`src/rtl/fifo_ctrl_pkg.sv`:
```
// Shared definitions for the FIFO controller slice.
// Optional feature macro: FIFO_CTRL_ERR_FLAGS_EN (undefined by default),
// which adds sticky OVERFLOW/UNDERFLOW flags.
package fifo_ctrl_pkg;

    // Default geometry: a 4-entry FIFO addressed with 2 bits.
    localparam int FIFO_ADDR_WIDTH_DEF = 2;
    localparam int FIFO_DEPTH_DEF      = 4;

    // Accepted-operation encoding, formed as {wr_acc, rd_acc}.
    typedef enum logic [1:0] {
        OP_NONE = 2'b00,
        OP_POP  = 2'b01,
        OP_PUSH = 2'b10,
        OP_BOTH = 2'b11
    } fifo_op_e;

    // Pointer width: address bits plus one wrap bit.
    function automatic int ptr_width(input int addr_width);
        return addr_width + 1;
    endfunction

    // DEPTH must be exactly 2**ADDR_WIDTH; the wrap-bit scheme relies on it.
    function automatic bit depth_ok(input int addr_width, input int depth);
        return (depth == (1 << addr_width));
    endfunction

endpackage

```
`src/rtl/fifo_ctrl_if.sv`:
```
// Handshake and RAM-control bundle between a FIFO user and fifo_ctrl.
// Optional feature macro: FIFO_CTRL_ERR_FLAGS_EN adds overflow/underflow.
interface fifo_ctrl_if #(
    parameter int ADDR_WIDTH = 2
);
    logic                  wr_req;
    logic                  rd_req;
    logic                  full;
    logic                  empty;
    logic [ADDR_WIDTH:0]   count;
    logic                  ram_en_wr;
    logic [ADDR_WIDTH-1:0] ram_addr_wr;
    logic                  ram_en_rd;
    logic [ADDR_WIDTH-1:0] ram_addr_rd;
    logic                  rd_valid;
`ifdef FIFO_CTRL_ERR_FLAGS_EN
    logic                  overflow;
    logic                  underflow;
`endif

    // Controller side: takes requests, drives status and RAM controls.
    modport slave (
        input  wr_req,
        input  rd_req,
        output full,
        output empty,
        output count,
        output ram_en_wr,
        output ram_addr_wr,
        output ram_en_rd,
        output ram_addr_rd,
        output rd_valid
`ifdef FIFO_CTRL_ERR_FLAGS_EN
        , output overflow
        , output underflow
`endif
    );

    // User side: issues requests, observes status.
    modport master (
        output wr_req,
        output rd_req,
        input  full,
        input  empty,
        input  count,
        input  ram_en_wr,
        input  ram_addr_wr,
        input  ram_en_rd,
        input  ram_addr_rd,
        input  rd_valid
`ifdef FIFO_CTRL_ERR_FLAGS_EN
        , input overflow
        , input underflow
`endif
    );

endinterface

```
`src/rtl/fifo_ptr.sv`:
```
// Wrap-bit FIFO pointer: ADDR_WIDTH+1 bits, increments on enable and wraps
// naturally modulo 2**PTR_WIDTH. Synchronous active-low reset.
module fifo_ptr #(
    parameter int PTR_WIDTH = 3
) (
    input  logic                 clk_i,
    input  logic                 rst_n_i,
    input  logic                 inc_i,
    output logic [PTR_WIDTH-1:0] ptr_o
);

    logic [PTR_WIDTH-1:0] ptr_q;
    logic [PTR_WIDTH-1:0] ptr_d;

    // Next pointer: advance by one on an accepted transfer.
    always_comb begin
        ptr_d = ptr_q;
        if (inc_i) begin
            ptr_d = ptr_q + {{(PTR_WIDTH-1){1'b0}}, 1'b1};
        end else begin
            ptr_d = ptr_q;
        end
    end

    // Pointer register with synchronous reset to zero.
    always_ff @(posedge clk_i) begin
        if (!rst_n_i) begin
            ptr_q <= {PTR_WIDTH{1'b0}};
        end else begin
            ptr_q <= ptr_d;
        end
    end

    assign ptr_o = ptr_q;

endmodule

```
`src/rtl/fifo_ctrl.sv`:
```
// FIFO controller sitting in front of a dual-port RAM with registered read
// data. Tracks pointers, occupancy and FULL/EMPTY, drives RAM enables and
// addresses, and flags when the RAM output holds a popped word.
// Optional feature macro: FIFO_CTRL_ERR_FLAGS_EN (sticky overflow/underflow).
module fifo_ctrl
    import fifo_ctrl_pkg::*;
#(
    parameter int ADDR_WIDTH = FIFO_ADDR_WIDTH_DEF,
    parameter int DEPTH      = FIFO_DEPTH_DEF
) (
    input  logic             clk_i,
    input  logic             rst_n_i,
    fifo_ctrl_if.slave       bus
);

    localparam int PTR_W = ptr_width(ADDR_WIDTH);

    if (!depth_ok(ADDR_WIDTH, DEPTH)) begin : g_bad_depth
        $error("fifo_ctrl: DEPTH must equal 2**ADDR_WIDTH");
    end

    logic             wr_acc_s;
    logic             rd_acc_s;
    fifo_op_e         op_s;
    logic [PTR_W-1:0] wr_ptr_s;
    logic [PTR_W-1:0] rd_ptr_s;
    logic [PTR_W-1:0] occ_s;
    logic [PTR_W-1:0] count_d;
    logic [PTR_W-1:0] count_q;
    logic             full_q;
    logic             empty_q;
    logic             rd_valid_q;

    // Accept decisions come only from registered flags, so a request never
    // reaches the flags combinationally.
    assign wr_acc_s = bus.wr_req & ~full_q;
    assign rd_acc_s = bus.rd_req & ~empty_q;
    assign op_s     = fifo_op_e'({wr_acc_s, rd_acc_s});

    fifo_ptr #(.PTR_WIDTH(PTR_W)) u_wr_ptr (
        .clk_i   (clk_i),
        .rst_n_i (rst_n_i),
        .inc_i   (wr_acc_s),
        .ptr_o   (wr_ptr_s)
    );

    fifo_ptr #(.PTR_WIDTH(PTR_W)) u_rd_ptr (
        .clk_i   (clk_i),
        .rst_n_i (rst_n_i),
        .inc_i   (rd_acc_s),
        .ptr_o   (rd_ptr_s)
    );

    // Pointer distance is the current occupancy; the wrap bit makes a full
    // FIFO read as DEPTH rather than 0.
    assign occ_s = wr_ptr_s - rd_ptr_s;

    // Next occupancy: +1 push only, -1 pop only, hold on both or neither.
    always_comb begin
        count_d = occ_s;
        case (op_s)
            OP_PUSH: count_d = occ_s + {{(PTR_W-1){1'b0}}, 1'b1};
            OP_POP:  count_d = occ_s - {{(PTR_W-1){1'b0}}, 1'b1};
            OP_BOTH: count_d = occ_s;
            OP_NONE: count_d = occ_s;
            default: count_d = occ_s;
        endcase
    end

    // Status registers: occupancy, flags from next occupancy, and read-valid
    // aligned with the RAM's registered output.
    always_ff @(posedge clk_i) begin
        if (!rst_n_i) begin
            count_q    <= {PTR_W{1'b0}};
            full_q     <= 1'b0;
            empty_q    <= 1'b1;
            rd_valid_q <= 1'b0;
        end else begin
            count_q    <= count_d;
            full_q     <= (count_d == PTR_W'(DEPTH));
            empty_q    <= (count_d == {PTR_W{1'b0}});
            rd_valid_q <= rd_acc_s;
        end
    end

    // RAM enables are gated by reset so nothing is written or read while
    // the controller is being cleared.
    assign bus.ram_en_wr   = wr_acc_s & rst_n_i;
    assign bus.ram_en_rd   = rd_acc_s & rst_n_i;
    assign bus.ram_addr_wr = wr_ptr_s[ADDR_WIDTH-1:0];
    assign bus.ram_addr_rd = rd_ptr_s[ADDR_WIDTH-1:0];

    assign bus.count    = count_q;
    assign bus.full     = full_q;
    assign bus.empty    = empty_q;
    assign bus.rd_valid = rd_valid_q;

`ifdef FIFO_CTRL_ERR_FLAGS_EN
    logic overflow_q;
    logic underflow_q;

    // Sticky error flags: set on a request against a blocking flag, held
    // until reset.
    always_ff @(posedge clk_i) begin
        if (!rst_n_i) begin
            overflow_q  <= 1'b0;
            underflow_q <= 1'b0;
        end else begin
            overflow_q  <= overflow_q  | (bus.wr_req & full_q);
            underflow_q <= underflow_q | (bus.rd_req & empty_q);
        end
    end

    assign bus.overflow  = overflow_q;
    assign bus.underflow = underflow_q;
`endif

endmodule

```
`src/flat_wrapper.sv`:
```
// flat-port wrapper written by rule: the top's interface ports become plain ports
module fifo_ctrl_flat import fifo_ctrl_pkg::*;
#(
    parameter int ADDR_WIDTH = FIFO_ADDR_WIDTH_DEF,
    parameter int DEPTH      = FIFO_DEPTH_DEF
)
  (clk_i, rst_n_i, bus_wr_req, bus_rd_req, bus_full, bus_empty, bus_count, bus_ram_en_wr, bus_ram_addr_wr, bus_ram_en_rd, bus_ram_addr_rd, bus_rd_valid);
  fifo_ctrl_if #(.ADDR_WIDTH(ADDR_WIDTH)) bus_i ();
  input  logic clk_i;
  input  logic rst_n_i;
  input wire logic [$bits(bus_i.wr_req)-1:0] bus_wr_req;
  input wire logic [$bits(bus_i.rd_req)-1:0] bus_rd_req;
  output wire logic [$bits(bus_i.full)-1:0] bus_full;
  output wire logic [$bits(bus_i.empty)-1:0] bus_empty;
  output wire logic [$bits(bus_i.count)-1:0] bus_count;
  output wire logic [$bits(bus_i.ram_en_wr)-1:0] bus_ram_en_wr;
  output wire logic [$bits(bus_i.ram_addr_wr)-1:0] bus_ram_addr_wr;
  output wire logic [$bits(bus_i.ram_en_rd)-1:0] bus_ram_en_rd;
  output wire logic [$bits(bus_i.ram_addr_rd)-1:0] bus_ram_addr_rd;
  output wire logic [$bits(bus_i.rd_valid)-1:0] bus_rd_valid;
  assign bus_i.wr_req = bus_wr_req;
  assign bus_i.rd_req = bus_rd_req;
  assign bus_full = bus_i.full;
  assign bus_empty = bus_i.empty;
  assign bus_count = bus_i.count;
  assign bus_ram_en_wr = bus_i.ram_en_wr;
  assign bus_ram_addr_wr = bus_i.ram_addr_wr;
  assign bus_ram_en_rd = bus_i.ram_en_rd;
  assign bus_ram_addr_rd = bus_i.ram_addr_rd;
  assign bus_rd_valid = bus_i.rd_valid;
  fifo_ctrl #(.ADDR_WIDTH(ADDR_WIDTH), .DEPTH(DEPTH)) u_core (.clk_i(clk_i), .rst_n_i(rst_n_i), .bus(bus_i));
endmodule
```
`config.mk`:
```
export PLATFORM = sky130hd
export DESIGN_NAME = fifo_ctrl_flat
export DESIGN_NICKNAME = d
export VERILOG_FILES = /design/src/rtl/fifo_ctrl_pkg.sv /design/src/rtl/fifo_ctrl_if.sv /design/src/rtl/fifo_ptr.sv /design/src/rtl/fifo_ctrl.sv /design/src/flat_wrapper.sv
export SDC_FILE = /design/constraint.sdc
export NUM_CORES = 1
export LEC_CHECK = 0
export ABC_AREA = 1
export ABC_CLOCK_PERIOD_IN_PS = 3200
export BUFFER_PORTS_ARGS = -buffer_cell sky130_fd_sc_hd__buf_2
export CELL_PAD_IN_SITES_DETAIL_PLACEMENT = 1
export CELL_PAD_IN_SITES_GLOBAL_PLACEMENT = 2
export CORE_ASPECT_RATIO = 1.4
export CORE_MARGIN = 1.5
export CORE_UTILIZATION = 33
export CTS_BUF_LIST = sky130_fd_sc_hd__clkbuf_4 sky130_fd_sc_hd__clkbuf_8
export CTS_CLUSTER_SIZE = 14
export DETAILED_ROUTE_END_ITERATION = 10
export PLACE_DENSITY_LB_ADDON = 0.1
export SLEW_MARGIN = 20
export SYNTH_ARGS = -nofsm -noshare
export SYNTH_HDL_FRONTEND = slang
export SYNTH_SLANG_ARGS = --single-unit
```
`constraint.sdc`:
```
create_clock -name clk_i -period 3.2 [get_ports clk_i]
set_input_delay 0.16 -clock clk_i [delete_from_list [all_inputs] [get_ports clk_i]]
set_output_delay 0.16 -clock clk_i [all_outputs]
set_load 0.02 [all_outputs]
```
==> Flow_metrics.wiki <==
{| class="wikitable"
! Metric !! Value
|-
| GRT Total Usage || 0.144
|-
| Signed area change from the synthesized netlist to the final layout || 12.2%
|-
| Remaining global-route overflow || 0
|-
| Width of the die || ~42 µm
|-
| Share of cells above drive strength 1 || 0.287
|-
| Multiplexer area fraction after synthesis || 0
|-
| Mapped cell area || around 700 µm²
|-
| Placer Congestion || 0.646
|-
| Fraction of synthesized cell area in xor and xnor cells || 0.0360
|-
| Clk root buf || clkbuf_4
|-
| Clock tree from TritonCTS || yes
|-
| Number of CTS-inserted buffers || 3
|-
| Worst supply voltage drop on vdd || 0.000239 V
|-
| Cell row count || 19
|-
| Type of the tightest min-delay check || in -> reg
|-
| Maximum fanout along the worst path || 4
|-
| Share of the synthesized area in compound gates (AO/OA/AOI/OAI) || 0.0683
|-
| Via density per instance || around 4.6
|-
| Final setup fails || 0
|-
| Number of clock sinks seen by CTS || 12
|-
| Cts-stage hold buffer count || 0
|-
| Area of the core region || about 0.002 mm²
|-
| Required time reported for the critical path endpoint || 3.37 ns
|-
| Initial Util || 0.353
|-
| Die height || between 50 and 60 µm
|-
| Kind of capture point of the worst setup path || flop
|-
| Tmin final || about 2.3 ns
|-
| Routed wirelength normalized by instance count || 11.1 µm
|-
| Level count of the clock H-tree || 1
|-
| Critical path class || reg -> reg
|-
| Post-CTS resize count || 0
|-
| Hold Fails Final Rpt || 0
|-
| Kind of start point of the critical path || flop
|-
| Clock-pin transition on the worst setup and hold timing paths || approximately 0.080 ns
|-
| Simple-gate share of the synthesized area || 0.234
|-
| Bufs on Longest Clock Path || 2
|-
| Initial drt markers || 5
|-
| Total length of routed met3 wires || approximately 63 µm
|-
| RSZ-0062 raised after global routing || false
|-
| Worst slew margin relative to its limit || 0.776
|-
| Actual slew at the worst max-slew pin || between 0.3 and 0.4 ns
|-
| Wire length of the first global-routing pass || 2.57 mm
|-
| Count of pins on the block boundary || 16
|-
| Clock Latency Late Sink || ~0.27 ns
|-
| Share of synthesized cell area in full adder, half adder and majority cells || 0.129
|-
| Clock Skews || 0.000614 ns
|-
| Dominant combinational cell family by area after synthesis || simple AND/OR/NAND/NOR gates
|-
| Highest metal layer used by the detailed router || met4
|-
| Total number of vias || roughly 570
|-
| Synthesized instance count || just under 90
|-
| Data arrival time of the worst path || 2.43 ns
|-
| Count of max-cap constraint violations || 0
|-
| Setup TNS || 0 ns
|-
| Net count of the finished layout || 112
|-
| First-pass DRT Iterations || 2
|-
| Overall die area || roughly 0.0024 mm²
|-
| Detailed-route wire length on metal 1 || 554 µm
|-
| Syn_area_per_cell || 7.91 µm²
|-
| Net count of the mapped netlist || 98
|-
| Total wire length || between 1 and 1.5 mm
|-
| Setup Buffers After CTS || 0
|-
| Dpl cells || approximately 120
|-
| Crit share post-route || 0.704
|-
| Library cells used by synthesis || 20
|-
| Port buffer count || 15
|-
| Total of warnings raised by yosys || 0
|-
| Highest achievable clock rate || about 440 MHz
|-
| Final max-slew violation count || 0
|-
| Number of global-route vias before repair || between 600 and 700
|-
| N_diodes || 0
|-
| Pwr Density || between 800 and 900 mW/mm²
|-
| Flop and latch count out of synthesis || 12
|-
| Leakage power summed over all cells || about 0.42 nW
|-
| Count of unresolved DRC violations after routing || 0
|-
| Antenna violations before repair || 0
|-
| Finished Layout Cells || around 120
|-
| Routed length on met2 || 715 µm
|-
| Status || finished clean
|-
| Maximum number of pins on one net before global-route repair || 9
|-
| Number of nets with antenna violations after detailed routing || 0
|-
| Sequential-to-total area share from yosys stat || 0.345
|-
| HPWL after detailed placement || around 1.1 mm
|}
final cells by class:
cell class / instances / area, µm²
clock buffer: 4 / 36.3
sequential: 12 / 240
timing repair buffer: 15 / 75.1
tap: 21 / 26.3
inverter: 18 / 77.6
multi-input combinational: 52 / 325
fill: 269 / 1190
worst paths after layout:
kind / startpoint / endpoint / slack [ns] / cells after the start
setup reg to reg: u_core.u_rd_ptr.ptr_o[0]$_SDFFE_PN0P_ / u_core.bus.empty$_SDFF_PN1_ / 0.95 / 11
hold / removal: rst_n_i / u_core.u_wr_ptr.ptr_o[2]$_SDFFE_PN0P_ / 0.20 / 3
setup / recovery: u_core.u_rd_ptr.ptr_o[0]$_SDFFE_PN0P_ / u_core.bus.empty$_SDFF_PN1_ / 0.95 / 11
hold reg to reg: u_core.u_rd_ptr.ptr_o[2]$_SDFFE_PN0P_ / u_core.u_rd_ptr.ptr_o[2]$_SDFFE_PN0P_ / 0.48 / 2
routing by layer:
layer | GRT usage | vias up
met2 | 0.254 | 14
met4 | 0.0829 | 0
met5 | 0 | -
li1 | - | 290
met3 | 0.0285 | 2
met1 | 0.156 | 259
placed cells by master (no fill, tap or decap), types with 2 or more instances in the layout:
| cell type | n |
|---|---|
| a21oi_1 | 2 |
| a21oi_2 | 2 |
| buf_2 | 15 |
| clkbuf_4 | 3 |
| clkinv_4 | 2 |
| dfxtp_1 | 12 |
| fa_1 | 2 |
| ha_1 | 4 |
| inv_1 | 15 |
| nand2_1 | 14 |
| nand2_2 | 2 |
| nand3_1 | 7 |
| nor2_1 | 9 |
| o21ai_0 | 4 |
| or2_1 | 2 |
cells by family after synthesis:
kind of cell	count (synthesis)
adder cells (fa/ha/maj)	6
flip-flops	12
XOR/XNOR	2
AND/OR/NAND/NOR	36
buffers and inverters	24
AO/OA/AOI/OAI	8
synth_stat cells:
library cell,count,area share
dfxtp_1,12,0.35
o21ai_0,4,0.029
or2_1,2,0.018
inv_1,15,0.081
nand3_1,7,0.050
a21oi_2,2,0.025
nand2_1,14,0.076
xnor2_1,1,0.013
clkinv_4,2,0.025
nand3_2,1,0.014
inv_2,1,0.0054
buf_6,2,0.032
nor2_2,1,0.0090
xor2_2,1,0.023
buf_4,4,0.043
ha_1,4,0.072
nor2_1,9,0.049
nand2_2,2,0.018
fa_1,2,0.058
a21oi_1,2,0.014
per-stage QoR:
stage	worst slack (ns)	util	total power, mW	hold slack [ns]	area [µm²]
6_report	0.946	0.396	0.662	0.203	781
2_1_floorplan	1.12	-	0.490	0.296	696
5_1_grt	0.738	0.396	0.736	0.208	781
3_3_place_gp	0.971	0.377	0.539	0.462	744
4_1_cts	0.896	0.396	0.678	0.195	781
3_5_place_dp	0.910	0.377	0.556	0.471	744
flip-flops by register name (all words and copies together) (netlist names):
signal	count
u_core.bus.rd_valid	1
u_core.u_rd_ptr.ptr_o	3
u_core.bus.empty	1
u_core.u_wr_ptr.ptr_o	3
u_core.bus.count	3
u_core.bus.full	1
report_power, final:
part	leakage (nW)	internal (mW)	switching, mW	total (mW)
clock	0.0210	0.0691	0.0498	0.119
combinational	0.303	0.117	0.214	0.331
sequential	0.0990	0.191	0.0212	0.212
total	0.423	0.378	0.285	0.662
critical path: stages (launching register included):
cell,delay [ns]
dfxtp_1,0.43
ha_1,0.18
inv_1,0.05
fa_1,0.50
inv_1,0.06
fa_1,0.44
nand2_1,0.10
nand3_1,0.09
nand3_1,0.10
nand3_2,0.11
nand2_1,0.07
inv_1,0.03
Note: power is estimated with default switching activity, not from simulation.
